`config.mk`:
```
export PLATFORM = sky130hd
export DESIGN_NAME = video_stream_source
export DESIGN_NICKNAME = d
export VERILOG_FILES = /design/src/rtl/vsrc_pkg.sv /design/src/rtl/video_stream_source_raster_counter.sv /design/src/rtl/video_stream_source.sv
export SDC_FILE = /design/constraint.sdc
export NUM_CORES = 1
export LEC_CHECK = 0
export ABC_AREA = 1
export CORE_MARGIN = 2
export CORE_UTILIZATION = 35
export CTS_CLUSTER_DIAMETER = 80
export DETAILED_ROUTE_END_ITERATION = 7
export PLACE_DENSITY = 0.63
export SLEW_MARGIN = 5
export SYNTH_ARGS = -nofsm -noshare
export SYNTH_HDL_FRONTEND = slang
export SYNTH_SLANG_ARGS = --single-unit
```
`constraint.sdc`:
```
create_clock -name clk -period 2.2 [get_ports clk]
set_clock_uncertainty 0.15 [all_clocks]
set_input_delay 0.22 -clock clk [delete_from_list [all_inputs] [get_ports clk]]
set_output_delay 0.22 -clock clk [all_outputs]
set_load 0.01 [all_outputs]
```
`src/rtl/vsrc_pkg.sv`:
```
// -----------------------------------------------------------------------------
// vsrc_pkg
// Shared definitions for the video stream source and its raster counter:
//   - state_t       : transmitter state encoding (IDLE, SYNC, RUN)
//   - DEF_*         : default raster timing (858 x 525 total, 640 x 480 active)
//   - log2()        : ceiling log2 used to size counters, minimum result of 1
// -----------------------------------------------------------------------------
package vsrc_pkg;

    typedef enum logic [1:0] {
        IDLE = 2'd0,
        SYNC = 2'd1,
        RUN  = 2'd2
    } state_t;

    localparam int DEF_BIT_WIDTH = 8;
    localparam int DEF_WIDTH     = 858;
    localparam int DEF_HEIGHT    = 525;
    localparam int DEF_W_WIDTH   = 640;
    localparam int DEF_W_HEIGHT  = 480;

    // Number of bits needed to hold the values 0 .. value-1, never less than one.
    function automatic int log2(input int value);
        int result;
        result = 0;
        for (int i = 0; i < 31; i++) begin
            if ((1 << i) < value) begin
                result = i + 1;
            end
        end
        return (result < 1) ? 1 : result;
    endfunction

endpackage

```
`src/rtl/video_stream_source_raster_counter.sv`:
```
// -----------------------------------------------------------------------------
// raster_counter
// Free-running WIDTH x HEIGHT raster position generator.
// Ports:
//   clk, rst   : clock and synchronous active-high reset
//   clear      : forces both counters to 0 on the next edge
//   advance    : step the raster by one pixel
//   hc, vc     : current horizontal / vertical position
//   act        : current position lies inside the W_WIDTH x W_HEIGHT window
//   eof        : current position is the last pixel of the frame
//   origin     : current position is (0,0)
// -----------------------------------------------------------------------------
module raster_counter
    import vsrc_pkg::*;
#(
    parameter int WIDTH    = DEF_WIDTH,
    parameter int HEIGHT   = DEF_HEIGHT,
    parameter int W_WIDTH  = DEF_W_WIDTH,
    parameter int W_HEIGHT = DEF_W_HEIGHT,
    localparam int HC_W    = log2(WIDTH),
    localparam int VC_W    = log2(HEIGHT)
)(
    input  logic            clk,
    input  logic            rst,
    input  logic            clear,
    input  logic            advance,
    output logic [HC_W-1:0] hc,
    output logic [VC_W-1:0] vc,
    output logic            act,
    output logic            eof,
    output logic            origin
);

    logic eol;

    assign eol    = (hc == HC_W'(WIDTH - 1));
    assign eof    = eol && (vc == VC_W'(HEIGHT - 1));
    assign act    = (hc < HC_W'(W_WIDTH)) && (vc < VC_W'(W_HEIGHT));
    assign origin = (hc == '0) && (vc == '0);

    // Horizontal count wraps at WIDTH; the vertical count steps on each line
    // wrap and itself wraps at the end of the frame.
    always_ff @(posedge clk) begin
        if (rst || clear) begin
            hc <= '0;
            vc <= '0;
        end else if (advance) begin
            if (eol) begin
                hc <= '0;
                vc <= eof ? '0 : vc + 1'b1;
            end else begin
                hc <= hc + 1'b1;
            end
        end
    end

endmodule

```
`src/rtl/video_stream_source.sv`:
```
// -----------------------------------------------------------------------------
// video_stream_source
// Raster-stream transmitter: pulls RGB pixels from a valid/ready stream during
// the active window and emits them with their raster position one cycle later.
// Underflow and misaligned start-of-frame markers drop the source back into
// SYNC, which discards pixels until a marked first pixel can be aligned to (0,0).
// Ports:
//   clk, rst                 : clock and synchronous active-high reset
//   enable                   : run the raster; low returns to IDLE
//   s_valid, s_ready, s_data : upstream pixel stream, s_data = {r,g,b}
//   s_sof                    : marks the first active pixel of a frame
//   r_out, g_out, b_out      : output pixel
//   hcount_out, vcount_out   : position of the output pixel
//   active_out               : output pixel is inside the active window
//   frame_start              : pulse with output pixel (0,0) of an aligned frame
//   underflow, err_clear     : sticky error flag and its clear
// -----------------------------------------------------------------------------
module video_stream_source
    import vsrc_pkg::*;
#(
    parameter int BIT_WIDTH = DEF_BIT_WIDTH,
    parameter int WIDTH     = DEF_WIDTH,
    parameter int HEIGHT    = DEF_HEIGHT,
    parameter int W_WIDTH   = DEF_W_WIDTH,
    parameter int W_HEIGHT  = DEF_W_HEIGHT,
    localparam int HC_W     = log2(WIDTH),
    localparam int VC_W     = log2(HEIGHT)
)(
    input  logic                   clk,
    input  logic                   rst,
    input  logic                   enable,
    input  logic                   s_valid,
    output logic                   s_ready,
    input  logic [3*BIT_WIDTH-1:0] s_data,
    input  logic                   s_sof,
    output logic [BIT_WIDTH-1:0]   r_out,
    output logic [BIT_WIDTH-1:0]   g_out,
    output logic [BIT_WIDTH-1:0]   b_out,
    output logic [HC_W-1:0]        hcount_out,
    output logic [VC_W-1:0]        vcount_out,
    output logic                   active_out,
    output logic                   frame_start,
    output logic                   underflow,
    input  logic                   err_clear
);

    state_t                 state;
    state_t                 state_next;
    logic [HC_W-1:0]        hc;
    logic [VC_W-1:0]        vc;
    logic                   act;
    logic                   eof;
    logic                   origin;
    logic                   frame_err;
    logic                   uf_set;
    logic [3*BIT_WIDTH-1:0] pix_next;

    raster_counter #(
        .WIDTH    (WIDTH),
        .HEIGHT   (HEIGHT),
        .W_WIDTH  (W_WIDTH),
        .W_HEIGHT (W_HEIGHT)
    ) u_raster (
        .clk     (clk),
        .rst     (rst),
        .clear   (!enable),
        .advance (state != IDLE),
        .hc      (hc),
        .vc      (vc),
        .act     (act),
        .eof     (eof),
        .origin  (origin)
    );

    // State register.
    always_ff @(posedge clk) begin
        if (rst) begin
            state <= IDLE;
        end else begin
            state <= state_next;
        end
    end

    // Handshake, pixel selection, error detection and next state. In SYNC a
    // marked pixel is left waiting at the head of the stream so that the
    // RUN frame can consume it at (0,0); unmarked pixels are drained. An
    // accepted marker anywhere but (0,0) in RUN means the frames have slipped.
    always_comb begin
        state_next = state;
        s_ready    = 1'b0;
        uf_set     = 1'b0;
        pix_next   = '0;
        unique case (state)
            IDLE: begin
                if (enable) begin
                    state_next = SYNC;
                end
            end
            SYNC: begin
                s_ready = !origin && !(s_valid && s_sof);
                if (eof && s_valid && s_sof) begin
                    state_next = RUN;
                end
            end
            RUN: begin
                s_ready = act;
                if (act && s_valid) begin
                    if (s_sof && !origin) begin
                        uf_set     = 1'b1;
                        state_next = SYNC;
                    end else begin
                        pix_next = s_data;
                    end
                end else if (act) begin
                    uf_set = 1'b1;
                end
                if (eof && (frame_err || uf_set)) begin
                    state_next = SYNC;
                end
            end
            default: begin
                state_next = IDLE;
            end
        endcase
        if (!enable) begin
            state_next = IDLE;
        end
    end

    // Per-frame error memory: decides at end of frame whether RUN must resync.
    always_ff @(posedge clk) begin
        if (rst || (state_next != RUN) || eof) begin
            frame_err <= 1'b0;
        end else if (uf_set) begin
            frame_err <= 1'b1;
        end
    end

    // Output registers: one cycle behind the raster, all zero while idle or
    // while being disabled.
    always_ff @(posedge clk) begin
        if (rst || (state == IDLE) || !enable) begin
            r_out       <= '0;
            g_out       <= '0;
            b_out       <= '0;
            hcount_out  <= '0;
            vcount_out  <= '0;
            active_out  <= 1'b0;
            frame_start <= 1'b0;
        end else begin
            r_out       <= pix_next[3*BIT_WIDTH-1:2*BIT_WIDTH];
            g_out       <= pix_next[2*BIT_WIDTH-1:BIT_WIDTH];
            b_out       <= pix_next[BIT_WIDTH-1:0];
            hcount_out  <= hc;
            vcount_out  <= vc;
            active_out  <= act;
            frame_start <= origin && (state == RUN);
        end
    end

    // Sticky underflow: a new error wins over a simultaneous clear.
    always_ff @(posedge clk) begin
        if (rst) begin
            underflow <= 1'b0;
        end else if (uf_set) begin
            underflow <= 1'b1;
        end else if (err_clear) begin
            underflow <= 1'b0;
        end
    end

endmodule

```
Yosys cells after proc, flatten, opt, wreduce, memory -nomap -nowiden
Index checks and enable logic that the tools add are counted.
{"block": "classes", "n_addsub": 2, "multipliers": 0, "div": 0, "n_lt_le_gt_ge": 2, "n_eq_ne": 5, "n_shift": 0, "mux": 16, "bitwise_logic": 2, "n_reduce_logical": 27}
{"cell": "10-bit by 1-bit adder with 10-bit output (second input constant)", "n": 2}
{"cell": "10-bit equality test (second input constant)", "n": 2}
{"cell": "10-bit zero test", "n": 2}
{"cell": "10-bit 2-to-1 mux", "n": 2}
{"cell": "1-bit logical AND", "n": 11}
{"cell": "10-bit < comparator (second input constant)", "n": 1}
{"cell": "10-bit by 9-bit < comparator with 1-bit output (second input constant)", "n": 1}
{"cell": "2-bit 2-to-1 mux", "n": 5}
{"cell": "1-bit 2-to-1 mux", "n": 7}
{"cell": "1-bit logical OR", "n": 6}
{"cell": "2-bit case mux with 3 select lines", "n": 1}
{"cell": "2-bit nonzero test", "n": 2}
{"cell": "4-bit OR reduction", "n": 1}
{"cell": "1-bit zero test", "n": 3}
{"cell": "2-bit by 1-bit equality test with 1-bit output (second input constant)", "n": 1}
{"cell": "2-bit equality test (second input constant)", "n": 1}
{"cell": "2-bit zero test", "n": 1}
{"cell": "2-bit inequality test (second input constant)", "n": 1}
{"cell": "1-bit inverter", "n": 2}
{"cell": "1-bit case mux with 2 select lines", "n": 1}
{"cell": "2-bit AND reduction", "n": 1}
{"block": "word_totals", "register_bits": 70, "latch_bits": 0, "ramBits": 0, "rom_bits": 0, "out_inout_bits": 48, "n_memories": 0}

Longest topological paths before layout
Gate-level depths: netlist of the first run.
{"block": "depth", "depth_word": 15, "ltp_mapped": 15}

Hierarchy
From an unflattened synthesis of the first run, not the netlist that was laid out.
{"block": "unflattened", "cells_unflattened": 384, "hier_area_um2": 2957.8}
{"mod": "video_stream_source", "instances": 1, "cells_per_inst": 196, "area_each_um2": 1680.4}
{"mod": "raster_counter", "instances": 1, "cells_per_inst": 188, "area_each_um2": 1277.5}

Worst setup path after synthesis of the first run
OpenSTA, ideal clock, no wires.
{"block": "synth_timing", "kind": "flip-flop to flip-flop", "from": "register state[0]", "to": "register u_raster.hc[9]", "setup_time_ns": 0.123, "arrival_time_ns": 1.660, "setup_slack_ns": 0.266, "stages_incl_launch_ff": 10, "cell_sequence": "dfxtp_1 -> inv_1 -> ha_1 -> buf_2 -> nor4_1 -> nand2_1 -> nor2_1 -> nand2_1 -> nor3_1 -> nor3_1"}
{"block": "synth_via", "elab_chain_len": 1}
{"item": "start, declared", "line_no": "video_stream_source.sv:47", "rtl": "state_t state;"}
{"item": "start signal, assigned", "line_no": "video_stream_source.sv:80", "rtl": "state <= state_next;"}
{"item": "2-bit nonzero test", "line_no": "video_stream_source.sv:67", "rtl": ".advance (state != IDLE),"}
{"item": "end signal, assigned", "line_no": "video_stream_source_raster_counter.sv:52", "rtl": "hc <= hc + 1'b1;"}
{"item": "end, declared", "line_no": "video_stream_source_raster_counter.sv:27", "rtl": "output logic [HC_W-1:0] hc,"}
Every way passes these cells.
A chain may end at the register's enable or synchronous reset.

Worst setup path in the final report of the first run
{"block": "layout_timing", "from": "register u_raster.vc[0]", "to": "output port s_ready"}
{"block": "layout_via", "elab_chain_len": 5, "elab_cells_between_ends": 7, "cone_classes": "order compare: 1; mux: 1; reduce/logical: 5"}
{"item": "start, declared", "line_no": "video_stream_source_raster_counter.sv:28", "rtl": "output logic [VC_W-1:0] vc,"}
{"item": "start signal, assigned", "line_no": "video_stream_source_raster_counter.sv:50", "rtl": "vc <= eof ? '0 : vc + 1'b1;"}
{"item": "branches (longest 4 deep; another with 10-bit by 9-bit < comparator with 1-bit output)"}
{"item": "1-bit case mux with 2 select lines *", "line_no": "video_stream_source.sv:93", "rtl": "unique case (state)"}
{"item": "end, declared", "line_no": "video_stream_source.sv:33", "rtl": "output logic s_ready,"}
Every way passes the cells marked *.

==> results of run 1 <==
[Yosys cell counts, types with 2 or more instances]
library cell / instances / area share, %
buf_2: 2 / 0.36
inv_1: 66 / 9.0
nand4_2: 3 / 1.4
nand2_1: 41 / 5.6
nor4_1: 3 / 0.68
dfxtp_1: 70 / 51
o21ai_1: 3 / 0.55
nand3_1: 8 / 1.5
nor2_2: 3 / 0.68
nand4_1: 4 / 0.91
a31oi_1: 2 / 0.46
xor2_1: 2 / 0.64
nor3b_1: 2 / 0.55
nor2_1: 75 / 10
nor3_1: 8 / 1.5
ha_1: 9 / 4.1
a21oi_1: 14 / 2.5
o21ai_0: 5 / 0.91
nand2_2: 3 / 0.68
inv_2: 6 / 0.82
nor3_2: 2 / 0.73
nor2_4: 3 / 1.2
clkbuf_1: 3 / 0.41
[metal layers]
layer  track usage [%]  wire (um)  vias up
met4             6.863        144        0
met3             4.475        245       12
li1                  -          -     1247
met5                 0          0        -
met1             19.30       2878     1038
met2             23.18       2829       47
[report_power, final]
group	internal (mW)	total, mW	switching, mW	leakage (nW)
clock network	0.690	1.15	0.461	0.115
registers	1.27	1.27	0.00241	0.564
logic	0.0667	0.117	0.0501	0.943
total	2.03	2.54	0.513	1.62
[kinds of logic after synthesis]
kind of cell	share of synthesized area, %
AOI/OAI and AO/OA	7.419
xor gates and xnor gates	0.6373
adders and majority gates	4.097
buffers and inverters	10.61
DFF	50.98
and+or+nand+nor	26.26
[worst reg2reg max path: stages (launching register included)]
cell and delay, ns:
dfxtp_1 0.32, inv_2 0.09, ha_1 0.19, inv_1 0.08
nor2_4 0.13, nand4_2 0.10, or2_1 0.25, nor3_2 0.17
nand2_2 0.11, o21ai_1 0.13, a21boi_2 0.16
[final timing paths]
kind	start	slack (ns)	cells after the start	end
worst max-delay path	u_raster.vc[0]	0.20	10	s_ready
worst min-delay path	s_data[17]	0.24	3	r_out[1]
worst max register to register	u_raster.hc[1]	0.25	10	u_raster.vc[7]
worst min register to register	u_raster.hc[0]	0.34	2	u_raster.hc[0]
[flip-flops by register name, indices dropped and copies added (netlist names)]
name         cells
active_out       1
b_out            8
frame_err        1
frame_start      1
g_out            8
hcount_out      10
r_out            8
state            2
u_raster.hc     10
u_raster.vc     10
underflow        1
vcount_out      10
[stage by stage]
stage | total power, mW | cell area, sq um | utilization (%)
5_1_grt | 2.636 | 3925 | 51.06
3_5_place_dp | 1.417 | 3679 | 47.85
6_report | 2.540 | 3925 | 51.06
4_1_cts | 2.572 | 3901 | 50.75
2_1_floorplan | 1.347 | 2749 | -
3_3_place_gp | 1.415 | 3679 | 47.85
[area by class of cell]
cell class | count | area [sq um] | area share, %
Sequential cell | 70 | 1403 | 35.73
Multi-Input combinational cell | 201 | 1077 | 27.45
Clock buffer | 11 | 151.4 | 3.857
Tap cell | 102 | 127.6 | 3.252
Timing Repair Buffer | 85 | 825.8 | 21.04
Clock inverter | 4 | 70.07 | 1.785
Inverter | 72 | 270.3 | 6.886
[what timing repair did]
| action | 4_1_cts | 5_1_grt |
|---|---|---|
| resized for setup | 3 | 8 |
| buffers inserted | 0 | 1 |
| pin swaps | 0 | 1 |
| hold buffers | 0 | 0 |
| setup endpoints to repair | 1 | 2 |
==> results.toml, run 1 <==
[clock_network]
htreeDepth = 3
clk_latency_ns = 0.34
cts-root-buf = "clkbuf_8"
clk_path_buf_depth = 2
clkSinkCount = 70
cts_buffers = 9
clk_pin_slew_worst_paths_ns = 0.07
cts_tree = "done"

[sta]
period_share_pct = 90.70
relSlewSlack_pct = 73.33
hold_violations = 0
setup_slack_ns = 0.2046
whs_ns = 0.2380
fmax_mhz = 501.2
setup_viol = 0
rsz0062_at_grt = "false"
slew_violations = 0
fin_crit_ns = 1.995
tightestPinTransition_ns = 0.3964
finalSetupTns_ns = 0

[floorplanning]
ios = 78
start_util_pct = 35.76
core_sq_um = 7687
die_w_um = 92.62
die_height_um = 92.62
rows = 32
die_area_sq_um = 8578

[setup_path]
cp.arrival_ns = 1.63
cp_cell_sequence = "inv_2, ha_4, nand2_1, inv_1, nand2_1, nor2_1, nand3_1, a32oi_1, nor2_1, clkbuf_2"
end_kind = "output port"
crit_slowest_cell = "dfxtp_1"
critPathKind = "flip-flop to output port"
cp-start-kind = "flip-flop"
cp_slowest_stage_delay_ns = 0.32
worstPathRequired_ns = 1.83
crit_family = "simple AND/OR/NAND/NOR gates"
cp_max_fo = 4
crit_buf_inv = 3

[routing]
vias = 2344
drc = 0
firstDrtPassIters = 4
routed_wirelength_um = 6097
wl_per_cell_um = 11.19
viasPerCell = 4.301
antenna_left = 0
drt-initial-drc-count = 69

[grt]
gr-usage-all-layers_pct = 15.00
antenna_found_initial = 0
grt_pass1_wl_um = 10140
grt-ovfl-total = 0
grt_pass1_vias = 2253
grt_max_degree = 25

[final_layout]
nNetsFinal = 478
diodes = 0
final_common_cell = "clkdlybuf4s50_1"
layout_common_cells = "76 x clkdlybuf4s50_1, 74 x nor2_1, 69 x dfxtp_1"
fillCellCount = 763
drive_above_1_share_pct = 12.42
syn_to_final_growth_pct = 42.79
final_cells = 545

[synthesis]
synth_ff_type = "dfxtp_1"
synthesis.area_sq_um = 2749
yosysWarningCount = 0
synth_cell_types = 34
async_flop_share_pct = 0
ys_seq_area_share_pct = 50.98
synth_edf_count = 0
syn_area_per_cell_sq_um = 7.899
synth_cells = 348
syn_nets = 387
yosys_register_bits = 70

[place]
pre_cts_ws_ns = 0.1328
port_buffers = 77
gp_congestion = 0.8458
dp.cells = 529
hpwl_um = 4628

[pwr]
p_per_area_nw_per_um2 = 647.0
leakage_nw = 1.623
peakVddDrop_mv = 0.2867

[run]
maxCapViolCount = 0

[outcome]
status = "finished, final reports clean"

[min_path]
worstHoldPathType = "input pin to flip-flop"
Power figures use the tool's default switching activity.
==> inputs of run 2 (changes only) <==
--- a/config.mk
+++ b/config.mk
@@ -8,6 +8,7 @@
 export ABC_AREA = 1
 export CORE_MARGIN = 2
 export CORE_UTILIZATION = 35
+export CTS_BUF_LIST = sky130_fd_sc_hd__clkbuf_4 sky130_fd_sc_hd__clkbuf_8
 export CTS_CLUSTER_DIAMETER = 80
 export DETAILED_ROUTE_END_ITERATION = 7
 export PLACE_DENSITY = 0.63
==> results of run 2 <==
Final layout, timing and power as in run 1 (identical DEF).
==> inputs of run 3 (changes only) <==
--- a/config.mk
+++ b/config.mk
@@ -11,8 +11,9 @@
 export CTS_BUF_LIST = sky130_fd_sc_hd__clkbuf_4 sky130_fd_sc_hd__clkbuf_8
 export CTS_CLUSTER_DIAMETER = 80
 export DETAILED_ROUTE_END_ITERATION = 7
-export PLACE_DENSITY = 0.63
-export SLEW_MARGIN = 5
+export PLACE_DENSITY = 0.62
+export SLEW_MARGIN = 20
 export SYNTH_ARGS = -nofsm -noshare
 export SYNTH_HDL_FRONTEND = slang
+export SYNTH_HIERARCHICAL = 1
 export SYNTH_SLANG_ARGS = --single-unit
==> results.toml, run 3 <==
[clock_network]
clkSinkCount = 70
hold_buffers = 0
cts_buffers = 9
clk_pin_slew_worst_paths_ns = 0.08
cts-root-buf = "clkbuf_8"
htreeDepth = 3
cts_tree = "done"
clk_path_buf_depth = 2
clk_latency_ns = 0.35

[final_layout]
layout_common_cells = "76 x inv_1, 76 x clkdlybuf4s50_1, 73 x nor2_1"
nNetsFinal = 542
diodes = 0
post-route-util_pct = 53.42
syn_to_final_growth_pct = 48.39
drive_above_1_share_pct = 19.29
final_cells = 613

[setup_path]
timing.rr.end = "u_raster/hc[7]"
r2r-start = "state[0]"
cp_slowest_stage_delay_ns = 0.31
crit_slowest_cell = "dfxtp_1"
rr_worst_depth = 10
cp_max_fo = 3
r2r_setup_slack_ns = 0.17
critPathKind = "flip-flop to output port"
cp-start-kind = "flip-flop"
worstPathRequired_ns = 1.83
cpMostUsedCell = "inv_1"
end_kind = "output port"
cp.arrival_ns = 1.75
cp_cell_sequence = "inv_1, ha_1, nand4_1, nor4_2, buf_4, inv_1, nand3_1, a21boi_1, buf_2"

[synthesis]
syn_area_per_cell_sq_um = 7.703
yosysWarningCount = 6
synthTopCellsByCount = "79 x inv_1, 75 x nor2_1, 70 x dfxtp_1"
synth_cell_types = 34
synth_cells = 384
yosysMostFrequentCell = "inv_1"
synthesis.area_sq_um = 2958
synth_edf_count = 0
yosysTopAreaCell = "dfxtp_1"
syn_nets = 423
synth_ff_type = "dfxtp_1"
synth.top_cell.area_share_pct = 47.38
yosys_register_bits = 70
ys_seq_area_share_pct = 47.38
async_flop_share_pct = 0
synth_area_leaders = "dfxtp_1 47%, inv_1 10%, nor2_1 9.5%"

[sta]
hold_violations = 0
setup_viol = 0
tightestPinTransition_ns = 0.3499
slew_violations = 0
fin_crit_ns = 2.116
relSlewSlack_pct = 76.59
finalSetupTns_ns = 0
fmax_mhz = 472.7
period_share_pct = 96.17

[place]
dp.cells = 594
hpwl_um = 5290
port_buffers = 77
gp_congestion = 0.9128

[min_path]
min_to = "g_out[3]"
worstHoldPathType = "input pin to flip-flop"
hp-start = "s_data[11]"
min_path_cells = 3

[floorplanning]
die_area_sq_um = 9203
ios = 78
die_w_um = 95.93
rows = 33
die_height_um = 95.93
core_sq_um = 8217
start_util_pct = 36.00

[grt]
antenna_found_initial = 0
grt_max_degree = 25
grt-ovfl-total = 0
gr-usage-all-layers_pct = 16.05
grt_pass1_wl_um = 11440
grt_pass1_vias = 2478

[routing]
routed_wirelength_um = 7102
drc = 0
viasPerCell = 4.349
vias = 2666
firstDrtPassIters = 4
drt-initial-drc-count = 124
wl_per_cell_um = 11.59
antenna_left = 0

[run]
maxCapViolCount = 0

[outcome]
status = "finished, final reports clean"

[pwr]
leakage_nw = 1.913
p_per_area_nw_per_um2 = 633.1
peakVddDrop_mv = 0.2657
## run 3: cell types whose count changed after synthesis, moves of 3 or more
cell	previous run	this run
a21oi_1	14	11
nand2_1	41	52
nor2_2	3	10
clkbuf_1	3	0
o21ai_0	5	2
xor2_1	2	5
nor3_1	8	3
inv_1	66	79
nand4_1	4	8
nand2_2	3	6
buf_6	0	4
nand3_1	8	16
## run 3: logic make-up (layout without fill, tap and decap cells)
| group | Yosys count | after routing | synth area share [%] |
|---|---|---|---|
| simple gates | 185 | 185 | 29.95 |
| buf+inv | 92 | 216 | 12.77 |
| flops | 70 | 70 | 47.38 |
| compound gates | 23 | 23 | 4.611 |
| fa+ha+maj | 9 | 9 | 3.807 |
| xor+xnor | 5 | 5 | 1.480 |
## run 3: power by group
group	internal [mW]	total (mW)	leakage (nW)	switching, mW
combinational	0.0747	0.130	1.22	0.0552
sequential	1.27	1.27	0.565	0.00199
clock	0.873	1.38	0.130	0.505
total	2.22	2.78	1.91	0.563
## run 3: critical path, delay by kind of cell, from the launching register on
kind                     cells  cell delay [ns]
adder cells (fa/ha/maj)      1             0.14
buffers and inverters        4             0.42
flip-flops                   1             0.31
AO/OA/AOI/OAI                1             0.07
AND/OR/NAND/NOR              3             0.47
## run 3: per-stage QoR
stage | power (mW) | area, sq um | setup WS (ns) | hold WS, ns
finish | 2.779 | 4389 | 0.08428 | 0.2318
global route | 2.871 | 4389 | -0.01204 | 0.2318
CTS | 2.810 | 4355 | 0.001167 | 0.2157
detailed placement | 1.425 | 4073 | 0.02465 | 0.3074
global placement | 1.423 | 4073 | 0.03918 | 0.3076
floorplan | 1.348 | 2958 | 0.2049 | 0.1391
## run 3: what timing repair did
item | CTS | global route
setup endpoints to repair | 1 | 3
setup buffers | 1 | 2
gates resized for setup | 11 | 4
pin swaps | 3 | 1
## run 3: how the worst max path moves through the flow
stage          depth (start not counted)            from        to  slack, ns
2_1_floorplan                          9  u_raster/hc[1]  b_out[4]       0.20
3_3_place_gp                           9  u_raster/vc[0]   s_ready       0.04
3_5_place_dp                           9  u_raster/vc[1]   s_ready       0.02
4_1_cts                                9  u_raster/hc[1]   s_ready      0.001
5_1_grt                                9  u_raster/hc[1]   s_ready      -0.01
6_report                               9  u_raster/hc[1]   s_ready       0.08
## run 3: cell type report
type                       count  area, sq um
inverter                      86        326.6
fill                         768         3827
clock inverter                 7        145.1
sequential                    70         1404
clock buffer                   9        123.9
tap                          105        131.4
timing repair buffer         114         1056
multi-input combinational    222         1202
## run 3: per-layer routing
layer / routed length [um] / track usage [%]
met5: 0 / 0
met4: 190 / 8.214
met3: 485 / 3.837
met2: 3231 / 24.59
met1: 3195 / 21.02
